**config.mk**
```make
export PLATFORM = sky130hd
export DESIGN_NAME = tile_map_writer_flat
export DESIGN_NICKNAME = d
export VERILOG_FILES = /design/src/rtl/tile_map_writer_if.sv /design/src/rtl/tile_map_writer.sv /design/src/flat_wrapper.sv
export SDC_FILE = /design/constraint.sdc
export NUM_CORES = 1
export LEC_CHECK = 0
export BUFFER_PORTS_ARGS = -buffer_cell sky130_fd_sc_hd__buf_2
export CAP_MARGIN = 20
export CORE_UTILIZATION = 35
export DETAILED_ROUTE_END_ITERATION = 12
export SLEW_MARGIN = 20
export SYNTH_ARGS = -nofsm -noshare
export SYNTH_HDL_FRONTEND = slang
export SYNTH_SLANG_ARGS = --single-unit
```
**constraint.sdc**
```tcl
create_clock -name clk -period 9.2 [get_ports clk]
set_input_delay 0.92 -clock clk [delete_from_list [all_inputs] [get_ports clk]]
set_output_delay 0.92 -clock clk [all_outputs]
set_load 0.01 [all_outputs]
```
**src/rtl/tile_map_writer_if.sv**
```systemverilog
// -----------------------------------------------------------------------------
// tile_map_writer_if
// Groups the CPU register bus and the tile map RAM write port of
// tile_map_writer into one bundle.
//
//   CPU bus   : writedata[15:0], write, read, chipselect, address[2:0]
//               readdata[15:0]  ([15]=busy, [14]=overrun, [13]=0, [12:0]=cursor)
//   Tile RAM  : tm_we, tm_addr[ADDR_W-1:0], tm_data[ID_W-1:0]
//   Status    : busy
//
// master : the CPU / environment side (drives the bus, observes the outputs)
// slave  : the tile_map_writer engine
// -----------------------------------------------------------------------------
interface tile_map_writer_if #(
    parameter int ADDR_W = 13,
    parameter int ID_W   = 6
);
    logic [15:0]       writedata;
    logic              write;
    logic              read;
    logic              chipselect;
    logic [2:0]        address;
    logic [15:0]       readdata;
    logic              tm_we;
    logic [ADDR_W-1:0] tm_addr;
    logic [ID_W-1:0]   tm_data;
    logic              busy;

    modport master (
        output writedata, write, read, chipselect, address,
        input  readdata, tm_we, tm_addr, tm_data, busy
    );

    modport slave (
        input  writedata, write, read, chipselect, address,
        output readdata, tm_we, tm_addr, tm_data, busy
    );
endinterface

```
**src/rtl/tile_map_writer.sv**
```systemverilog
// -----------------------------------------------------------------------------
// tile_map_writer
// Command engine that loads the 80x60 tile map used by the tile renderer.
// CPU register writes (single tile, run fill, full-screen clear) are turned
// into at most one write per cycle on the tile map RAM write port. After
// reset the whole map is cleared to the blank tile.
//
// Ports:
//   clk    : system clock
//   reset  : synchronous, active-high reset (aborts any running sequence)
//   bus    : tile_map_writer_if.slave
//            writedata/write/read/chipselect/address in, readdata out,
//            tm_we/tm_addr/tm_data tile map write port, busy status
//
// Registers (address): 0 CURSOR, 1 TILE, 2 FILL_ID, 3 FILL_COUNT, 4 CLEAR,
//                      5 STATUS_CLR, 6 STRIDE (optional), 7 reserved.
//
// Optional feature macro: TILE_FILL_STRIDE_EN
//   When defined, register 6 sets the FILL cursor step (1..80).
//   When undefined, FILL always steps by 1 and register 6 is ignored.
//
// readdata packing assumes ADDR_W = 13 (busy, overrun, 0, cursor = 16 bits).
// -----------------------------------------------------------------------------
module tile_map_writer #(
    parameter int NUM_TILES = 4800,
    parameter int NUM_IDS   = 38,
    parameter int BLANK_ID  = 37,
    parameter int ADDR_W    = 13,
    parameter int ID_W      = 6
) (
    input  logic              clk,
    input  logic              reset,
    tile_map_writer_if.slave  bus
);

    typedef enum logic [1:0] {
        ST_IDLE  = 2'd0,
        ST_FILL  = 2'd1,
        ST_CLEAR = 2'd2
    } state_t;

    localparam int SUM_W = ADDR_W + 1;

    localparam logic [ADDR_W-1:0] TILES_W = ADDR_W'(NUM_TILES);
    localparam logic [ID_W-1:0]   BLANK_W = ID_W'(BLANK_ID);

    localparam logic [2:0] REG_CURSOR     = 3'd0;
    localparam logic [2:0] REG_TILE       = 3'd1;
    localparam logic [2:0] REG_FILL_ID    = 3'd2;
    localparam logic [2:0] REG_FILL_COUNT = 3'd3;
    localparam logic [2:0] REG_CLEAR      = 3'd4;
    localparam logic [2:0] REG_STATUS_CLR = 3'd5;
    localparam logic [2:0] REG_STRIDE     = 3'd6;
    localparam logic [2:0] REG_RESERVED   = 3'd7;

    // Out-of-range ids are replaced by the blank tile; the whole data word is
    // compared so that stray upper bits cannot alias onto a valid id.
    function automatic logic [ID_W-1:0] sanitize_id(input logic [15:0] data);
        return (data >= 16'(NUM_IDS)) ? BLANK_W : data[ID_W-1:0];
    endfunction

    // Cursor advance with a single conditional wrap; step never exceeds 80,
    // so one subtraction is enough to stay inside the map.
    function automatic logic [ADDR_W-1:0] advance(input logic [ADDR_W-1:0] cur,
                                                  input logic [6:0]        step);
        logic [SUM_W-1:0] sum;
        sum = {1'b0, cur} + SUM_W'(step);
        return (sum >= SUM_W'(NUM_TILES)) ? ADDR_W'(sum - SUM_W'(NUM_TILES))
                                          : sum[ADDR_W-1:0];
    endfunction

    state_t            r_state,     w_state;
    logic [ADDR_W-1:0] r_cursor,    w_cursor;
    logic [ID_W-1:0]   r_fill_id,   w_fill_id;
    logic              r_overrun,   w_overrun;
    logic [ADDR_W-1:0] r_remaining, w_remaining;
    logic              r_tm_we,     w_tm_we;
    logic [ADDR_W-1:0] r_tm_addr,   w_tm_addr;
    logic [ID_W-1:0]   r_tm_data,   w_tm_data;
    logic [15:0]       r_readdata,  w_readdata;

    logic              w_busy;
    logic              w_bus_wr;
    logic              w_bus_rd;
    logic [ADDR_W-1:0] w_count_raw;
    logic [ADDR_W-1:0] w_count;
    logic [6:0]        w_fill_step;

`ifdef TILE_FILL_STRIDE_EN
    logic [6:0]        r_stride,    w_stride;
    logic [6:0]        w_stride_in;
    assign w_stride_in = bus.writedata[6:0];
    assign w_fill_step = r_stride;
`else
    assign w_fill_step = 7'd1;
`endif

    assign w_busy      = (r_state != ST_IDLE);
    assign w_bus_wr    = bus.chipselect & bus.write;
    assign w_bus_rd    = bus.chipselect & bus.read;
    assign w_count_raw = bus.writedata[ADDR_W-1:0];
    assign w_count     = (w_count_raw > TILES_W) ? TILES_W : w_count_raw;

    // Next-state, register updates and tile map write selection.
    always_comb begin
        w_state     = r_state;
        w_cursor    = r_cursor;
        w_fill_id   = r_fill_id;
        w_overrun   = r_overrun;
        w_remaining = r_remaining;
        w_tm_we     = 1'b0;
        w_tm_addr   = r_tm_addr;
        w_tm_data   = r_tm_data;
        w_readdata  = r_readdata;
`ifdef TILE_FILL_STRIDE_EN
        w_stride    = r_stride;
`endif

        // A running sequence issues one write per cycle. The write for the
        // first element was already issued when the command was accepted, so
        // r_remaining counts the writes still to come; when it reaches zero
        // the cycle showing the last write is also the last busy cycle.
        case (r_state)
            ST_IDLE: begin
                w_state = ST_IDLE;
            end
            ST_FILL, ST_CLEAR: begin
                if (r_remaining == '0) begin
                    w_state = ST_IDLE;
                end else begin
                    w_tm_we     = 1'b1;
                    w_tm_addr   = r_cursor;
                    w_tm_data   = (r_state == ST_FILL) ? r_fill_id : BLANK_W;
                    w_cursor    = advance(r_cursor,
                                          (r_state == ST_FILL) ? w_fill_step : 7'd1);
                    w_remaining = r_remaining - ADDR_W'(1);
                end
            end
            default: begin
                w_state = ST_IDLE;
            end
        endcase

        // Bus writes: STATUS_CLR always acts, anything else is dropped while
        // busy (including the final cycle of a sequence).
        if (w_bus_wr && (bus.address == REG_STATUS_CLR)) begin
            w_overrun = 1'b0;
        end else if (w_bus_wr && w_busy) begin
            w_overrun = (bus.address == REG_RESERVED) ? r_overrun : 1'b1;
        end else if (w_bus_wr) begin
            case (bus.address)
                REG_CURSOR: begin
                    w_cursor = (w_count_raw >= TILES_W) ? '0 : w_count_raw;
                end
                REG_TILE: begin
                    w_tm_we   = 1'b1;
                    w_tm_addr = r_cursor;
                    w_tm_data = sanitize_id(bus.writedata);
                    w_cursor  = advance(r_cursor, 7'd1);
                end
                REG_FILL_ID: begin
                    w_fill_id = sanitize_id(bus.writedata);
                end
                REG_FILL_COUNT: begin
                    if (w_count != '0) begin
                        w_tm_we     = 1'b1;
                        w_tm_addr   = r_cursor;
                        w_tm_data   = r_fill_id;
                        w_cursor    = advance(r_cursor, w_fill_step);
                        w_remaining = w_count - ADDR_W'(1);
                        w_state     = ST_FILL;
                    end else begin
                        w_state = ST_IDLE;
                    end
                end
                REG_CLEAR: begin
                    w_tm_we     = 1'b1;
                    w_tm_addr   = '0;
                    w_tm_data   = BLANK_W;
                    w_cursor    = advance('0, 7'd1);
                    w_remaining = TILES_W - ADDR_W'(1);
                    w_state     = ST_CLEAR;
                end
                REG_STRIDE: begin
`ifdef TILE_FILL_STRIDE_EN
                    w_stride = ((w_stride_in == 7'd0) || (w_stride_in > 7'd80))
                               ? 7'd1 : w_stride_in;
`else
                    w_overrun = r_overrun;
`endif
                end
                default: begin
                    w_overrun = r_overrun;
                end
            endcase
        end else begin
            w_overrun = r_overrun;
        end

        // Status snapshot of the current cycle, captured on a read.
        if (w_bus_rd) begin
            w_readdata = {w_busy, r_overrun, 1'b0, r_cursor};
        end else begin
            w_readdata = r_readdata;
        end
    end

    // State and output registers; reset restarts the map clear. r_remaining
    // starts at NUM_TILES (not NUM_TILES-1) because no write is issued on the
    // reset edge itself.
    always_ff @(posedge clk) begin
        if (reset) begin
            r_state     <= ST_CLEAR;
            r_cursor    <= '0;
            r_fill_id   <= BLANK_W;
            r_overrun   <= 1'b0;
            r_remaining <= TILES_W;
            r_tm_we     <= 1'b0;
            r_tm_addr   <= '0;
            r_tm_data   <= BLANK_W;
            r_readdata  <= 16'd0;
`ifdef TILE_FILL_STRIDE_EN
            r_stride    <= 7'd1;
`endif
        end else begin
            r_state     <= w_state;
            r_cursor    <= w_cursor;
            r_fill_id   <= w_fill_id;
            r_overrun   <= w_overrun;
            r_remaining <= w_remaining;
            r_tm_we     <= w_tm_we;
            r_tm_addr   <= w_tm_addr;
            r_tm_data   <= w_tm_data;
            r_readdata  <= w_readdata;
`ifdef TILE_FILL_STRIDE_EN
            r_stride    <= w_stride;
`endif
        end
    end

    assign bus.readdata = r_readdata;
    assign bus.tm_we    = r_tm_we;
    assign bus.tm_addr  = r_tm_addr;
    assign bus.tm_data  = r_tm_data;
    assign bus.busy     = w_busy;

endmodule

```
**src/flat_wrapper.sv**
```systemverilog
// flat-port wrapper written by rule: the top's interface ports become plain ports
module tile_map_writer_flat 
#(
    parameter int NUM_TILES = 4800,
    parameter int NUM_IDS   = 38,
    parameter int BLANK_ID  = 37,
    parameter int ADDR_W    = 13,
    parameter int ID_W      = 6
)
  (clk, reset, bus_writedata, bus_write, bus_read, bus_chipselect, bus_address, bus_readdata, bus_tm_we, bus_tm_addr, bus_tm_data, bus_busy);
  tile_map_writer_if #(.ADDR_W(ADDR_W), .ID_W(ID_W)) bus_i ();
  input  logic clk;
  input  logic reset;
  input wire logic [$bits(bus_i.writedata)-1:0] bus_writedata;
  input wire logic [$bits(bus_i.write)-1:0] bus_write;
  input wire logic [$bits(bus_i.read)-1:0] bus_read;
  input wire logic [$bits(bus_i.chipselect)-1:0] bus_chipselect;
  input wire logic [$bits(bus_i.address)-1:0] bus_address;
  output wire logic [$bits(bus_i.readdata)-1:0] bus_readdata;
  output wire logic [$bits(bus_i.tm_we)-1:0] bus_tm_we;
  output wire logic [$bits(bus_i.tm_addr)-1:0] bus_tm_addr;
  output wire logic [$bits(bus_i.tm_data)-1:0] bus_tm_data;
  output wire logic [$bits(bus_i.busy)-1:0] bus_busy;
  assign bus_i.writedata = bus_writedata;
  assign bus_i.write = bus_write;
  assign bus_i.read = bus_read;
  assign bus_i.chipselect = bus_chipselect;
  assign bus_i.address = bus_address;
  assign bus_readdata = bus_i.readdata;
  assign bus_tm_we = bus_i.tm_we;
  assign bus_tm_addr = bus_i.tm_addr;
  assign bus_tm_data = bus_i.tm_data;
  assign bus_busy = bus_i.busy;
  tile_map_writer #(.NUM_TILES(NUM_TILES), .NUM_IDS(NUM_IDS), .BLANK_ID(BLANK_ID), .ADDR_W(ADDR_W), .ID_W(ID_W)) u_core (.clk(clk), .reset(reset), .bus(bus_i));
endmodule
```
[Word level (Yosys, flattened, before mapping)]
Index checks and enable logic that the tools add are counted.
W data, S select, Z words.
Storage, ports and cells
  register bits after elaboration: 70
  bits in latches: 0
  bits in writable memories: 0
  memory bits (read-only): 0
  input port bits: 24
  output and inout port bits: 37
  word-level logic and storage cells: 88
  memories: 0
Operators by class
  add/sub/neg operators: 4
  multipliers: 0
  div/mod/pow operators: 0
  $lt $le $gt $ge: 4
  eq/ne operators: 8
  shifts and indexed selects: 0
  muxes and demuxes: 47
  bitwise logic cells: 5
  reductions and logical operators: 11
Operators by type and width (number)
  $mux W13: 21
  $pmux W13 S4: 1
  $mux W6: 8
  $pmux W13 S3: 1
  $pmux W13 S2: 1
  $sub A13 B1 Y13 const B: 2
  $pmux W6 S3: 1
  $ge A16 B6 Y1 const B: 1
  $add A13 B1 Y14 const B: 1
  $ge A14 B13 Y1 const B: 1
  $ge A13 B13 Y1 const B: 1
  $gt A13 B13 Y1 const B: 1
  $logic_not A13 Y1: 1
  $reduce_bool A13 Y1: 1
  $sub A13 B13 Y13 const B: 1
  $mux W2: 5
  $eq A3 B3 Y1 const B: 3
  $mux W1: 7
  $eq A3 B2 Y1 const B: 2
  $reduce_or A2 Y1: 3
  $pmux W2 S2: 1
  $reduce_and A4 Y1: 1
  $eq A3 B1 Y1 const B: 1
  $logic_not A3 Y1: 1
  other kinds (8): 12

[Depth between registers and ports, before layout]
  depth in word-level cells: 10
  depth in mapped cells: 16
  depth with buffers taken out: 14

[Worst setup path before layout]
Ideal clock, no wire load.
  path type: in2reg
  start point: input bus_writedata[2]
  end point: register u_core.r_cursor[6]
  library setup time: 0.128 ns
  data arrival time: 3.553 ns
  data required time: 9.072 ns
  path slack: 5.520 ns
  stages: 14
  path buffers: 0
  cells stage by stage: nor3_1 a21oi_1 o21a_1 o21ai_2 nand2_1 ha_1 nor2b_1 and2_1 nand3_2 nor2_2 nor2_1 o21ai_1 a222oi_1 nor2_1
On the way
  cells in the longest elaborated chain, start to end: 8
  elaborated cells on any way between the ends: 10
  those cells by class: order compare: 2; mux: 7; reduce/logical: 1
Ends and longest elaborated chain
  start: declaration: RTL line flat_wrapper.sv:14  | input wire logic [$bits(bus_i.writedata)-1:0] bus_writedata;
  $gt A13 B13 Y1: RTL line tile_map_writer.sv:102  | assign w_count = (w_count_raw > TILES_W) ? TILES_W : w_count_raw;
  $mux W13: RTL line tile_map_writer.sv:102
  $reduce_bool A13 Y1: RTL line tile_map_writer.sv:165  | if (w_count != '0) begin
  $mux W13: RTL line tile_map_writer.sv:165
  $pmux W13 S4 (*): RTL line tile_map_writer.sv:151  | case (bus.address)
  $mux W13 (*): RTL line tile_map_writer.sv:150  | end else if (w_bus_wr) begin
  $mux W13 (*): RTL line tile_map_writer.sv:148  | end else if (w_bus_wr && w_busy) begin
  $mux W13 (*): RTL line tile_map_writer.sv:146  | if (w_bus_wr && (bus.address == REG_STATUS_CLR)) begin
  end signal: assignment: RTL line tile_map_writer.sv:227  | r_cursor <= w_cursor;
  end: declaration: RTL line tile_map_writer.sv:73  | logic [ADDR_W-1:0] r_cursor, w_cursor;
Every way passes the cells marked *; elsewhere a longest branch is shown, timed or not.
A chain may end at the register's enable or synchronous reset.

[Worst setup path after layout]
  start point: input bus_writedata[2]
  end point: register u_core.r_cursor[5]
Same word-level chain as after synthesis.

==> flow_metrics.py <==
metrics = {
    "worst_setup_path": {
        "endpoint": "u_core.r_cursor[5]$_SDFF_PP0_",
        "start_kind": "input port",
        "crit_path_end_kind": "flip-flop",
        "cp.required_ps": 9390,
        "crit_type": "input port to flip-flop",
        "r2r_cells": 13,
        "r2r-start": "u_core.r_cursor[0]$_SDFF_PP0_",
        "path_max_fanout": 10,
        "crit_start": "bus_writedata[2]",
        "reg2reg_slack_ps": 5360,
        "regToRegEndpoint": "u_core.r_cursor[7]$_SDFF_PP0_",
        "cp.arrival_ps": 4250,
    },
    "sta": {
        "fin_ws_ps": 5146,
        "rsz0062_at_grt": "false",
        "finalSetupViolations": 0,
        "period_minus_slack_ps": 4054,
        "maxSlewHeadroom": 0.3911,
        "post-route-period-util": 0.4406,
        "hold_violations": 0,
        "max_freq_mhz": 246.7,
        "drv_slew": 0,
        "fin_worst_skew_ps": 4.861,
        "tightestPinTransition_ps": 913.4,
        "tns_ps": 0,
    },
    "logic_synthesis": {
        "ys_seq_area_frac": 0.3233,
        "syn_nets": 608,
        "synth_common_cells": "nand2_1 (85), dfxtp_1 (70), nor2_1 (67)",
        "async_flop_share": 0,
        "syn-cell-area_um2": 4334,
        "yosysMostFrequentCell": "nand2_1",
        "yosys.area.top_type": "dfxtp_1",
        "synth_edf_count": 0,
        "synth_top_area_frac": 0.3233,
        "syn-instance-count": 577,
        "avgSynthCellArea_um2": 7.512,
        "ys_warn_count": 0,
        "synth_area_leaders": "dfxtp_1 (32%), a21oi_1 (7.5%), nand2_1 (7.4%), nor2_1 (5.8%), xnor2_1 (4.0%)",
        "synth_top_flop_cell": "dfxtp_1",
        "synth_seq_cells": 70,
        "ys_types": 72,
    },
    "floorplanning": {
        "start_util": 0.3593,
        "fp.dieW_um": 113.3,
        "coreArea_um2": 12060,
        "fp.dieH_um": 113.3,
        "ios": 61,
        "num_rows": 40,
        "die_area_um2": 12830,
    },
    "clock_network": {
        "cts_buffers": 9,
        "clock_latency_ps": 340,
        "clk_pin_slew_ps": 60,
        "cts-hold-fix-buffers": 0,
        "root_buffer": "clkbuf_16",
        "cts_tree": "done",
        "htreeDepth": 3,
        "cts_resized": 0,
        "post_cts_buffers": 0,
        "clock-sinks": 70,
        "clock_path_buffers": 2,
    },
    "placement": {
        "io_buffers": 59,
        "dp_slack_ps": 4864,
        "placedCellCount": 773,
        "hpwlAfterDp_um": 9688,
        "gp_congestion": 0.9128,
    },
    "power_and_ir_drop": {
        "pwr_density_cell_nw_per_um2": 178.8,
        "peakVddDrop_v": 0.00008831,
        "leakage_uw": 0.001869,
    },
    "drt": {
        "postRouteAntennaNets": 0,
        "drc": 0,
        "first_pass_iters": 5,
        "vias_per_cell": 5.593,
        "routedWlPerCell_um": 16.73,
        "wirelength_um": 13200,
        "vias": 4413,
        "drt_iter0_drc": 380,
    },
    "grt": {
        "track_usage": 0.2140,
        "grt_pass1_wl_um": 21590,
        "grt_max_degree": 65,
        "grt_pass1_vias": 4158,
        "grt_overflow": 0,
        "antenna_found_initial": 0,
    },
    "final_layout": {
        "area_delta_synth_final_pct": 16.08,
        "final_nets": 647,
        "n_antenna_cell": 0,
        "fin_cells": 789,
        "drive_gt1_frac": 0.1675,
    },
    "flow_run": {
        "cap_viol_max_count": 0,
    },
    "hold_path": {
        "hp-class": "flip-flop to flip-flop",
    },
    "outcome": {
        "status": "finished clean",
    },
}
## cell usage in the layout, fill, tap and decap left out, types with 11 or more instances in the layout
master   count
nand2_1     85
dfxtp_1     70
nor2_1      67
a21oi_1     65
buf_2       59
o21ai_0     31
nand3_1     21
xnor2_1     20
a22oi_1     14
inv_1       13
nor3_1      11
## sequential cells by signal, summed over array words and instances, names as in the netlist
signal               flops
u_core.r_overrun         1
u_core.bus.tm_data       6
u_core.r_cursor         13
u_core.r_fill_id         6
u_core.r_remaining      13
u_core.bus.tm_we         1
u_core.bus.tm_addr      13
u_core.r_state           2
u_core.bus.readdata     15
## critical path: stages
cell	delay, ps
buf_2	140
nor3_1	470
a21oi_1	130
o21a_1	220
o21ai_2	350
nand2_1	150
ha_1	300
nor2b_1	180
and2_1	190
nand3_2	180
nor2_2	120
nor2_1	300
nor2_2	140
o311ai_0	340
a21oi_1	100
## worst min path at each step
stage          slack (ps)  depth (start not counted)                          from                            to
2_1_floorplan         420                          2  u_core.r_state[1]$_SDFF_PP1_  u_core.r_state[1]$_SDFF_PP1_
4_1_cts               450                          2  u_core.r_state[1]$_SDFF_PP1_  u_core.r_state[1]$_SDFF_PP1_
5_1_grt               470                          2  u_core.r_state[1]$_SDFF_PP1_  u_core.r_state[1]$_SDFF_PP1_
3_3_place_gp          440                          2  u_core.r_state[1]$_SDFF_PP1_  u_core.r_state[1]$_SDFF_PP1_
6_report              450                          2  u_core.r_state[1]$_SDFF_PP1_  u_core.r_state[1]$_SDFF_PP1_
3_5_place_dp          440                          2  u_core.r_state[1]$_SDFF_PP1_  u_core.r_state[1]$_SDFF_PP1_
## final cells by class
cell class,count,area (µm²)
clock buffers,10,239.0
multi-input cells,459,2725
inverters,14,52.55
flip-flops and latches,70,1401
repair buffers,62,317.8
fillers,1287,7030
well taps,168,210.2
clock inverters,6,85.08
## report_power, final
| part | switching [µW] | internal [µW] |
|---|---|---|
| Combinational | 105 | 66.6 |
| Sequential | 27.6 | 325 |
| Clock | 131 | 243 |
## stage by stage
stage	hold slack (ps)	util	total power, µW	instance area [µm²]
2_1_floorplan	422.5	-	478.1	4334
3_3_place_gp	435.2	0.3902	526.0	4707
3_5_place_dp	441.0	0.3902	527.8	4707
4_1_cts	448.6	0.4171	905.4	5031
5_1_grt	467.3	0.4171	944.0	5031
6_report	448.0	0.4171	899.5	5031
## logic make-up (layout without fill, tap and decap cells)
| group | Yosys count | in the layout | synth area share |
|---|---|---|---|
| xor gates and xnor gates | 29 | 29 | 0.05860 |
| buffers and inverters | 48 | 92 | 0.04792 |
| and+or+nand+nor | 243 | 243 | 0.2714 |
| adders and majority gates | 7 | 7 | 0.02021 |
| AOI/OAI and AO/OA | 177 | 177 | 0.2719 |
| DFF | 70 | 70 | 0.3233 |
| other | 1 | 1 | 0.0008652 |
| muxes | 2 | 2 | 0.005773 |
## routing by layer
layer  up-vias  share of wire  global-route usage
met5         -              0                   0
met4         0          0.026             0.09561
met3        27          0.052             0.03749
met2       150           0.45              0.3333
met1      2081           0.48              0.2890
li1       2155              -                   -
Note: power is estimated with default switching activity, not from simulation.
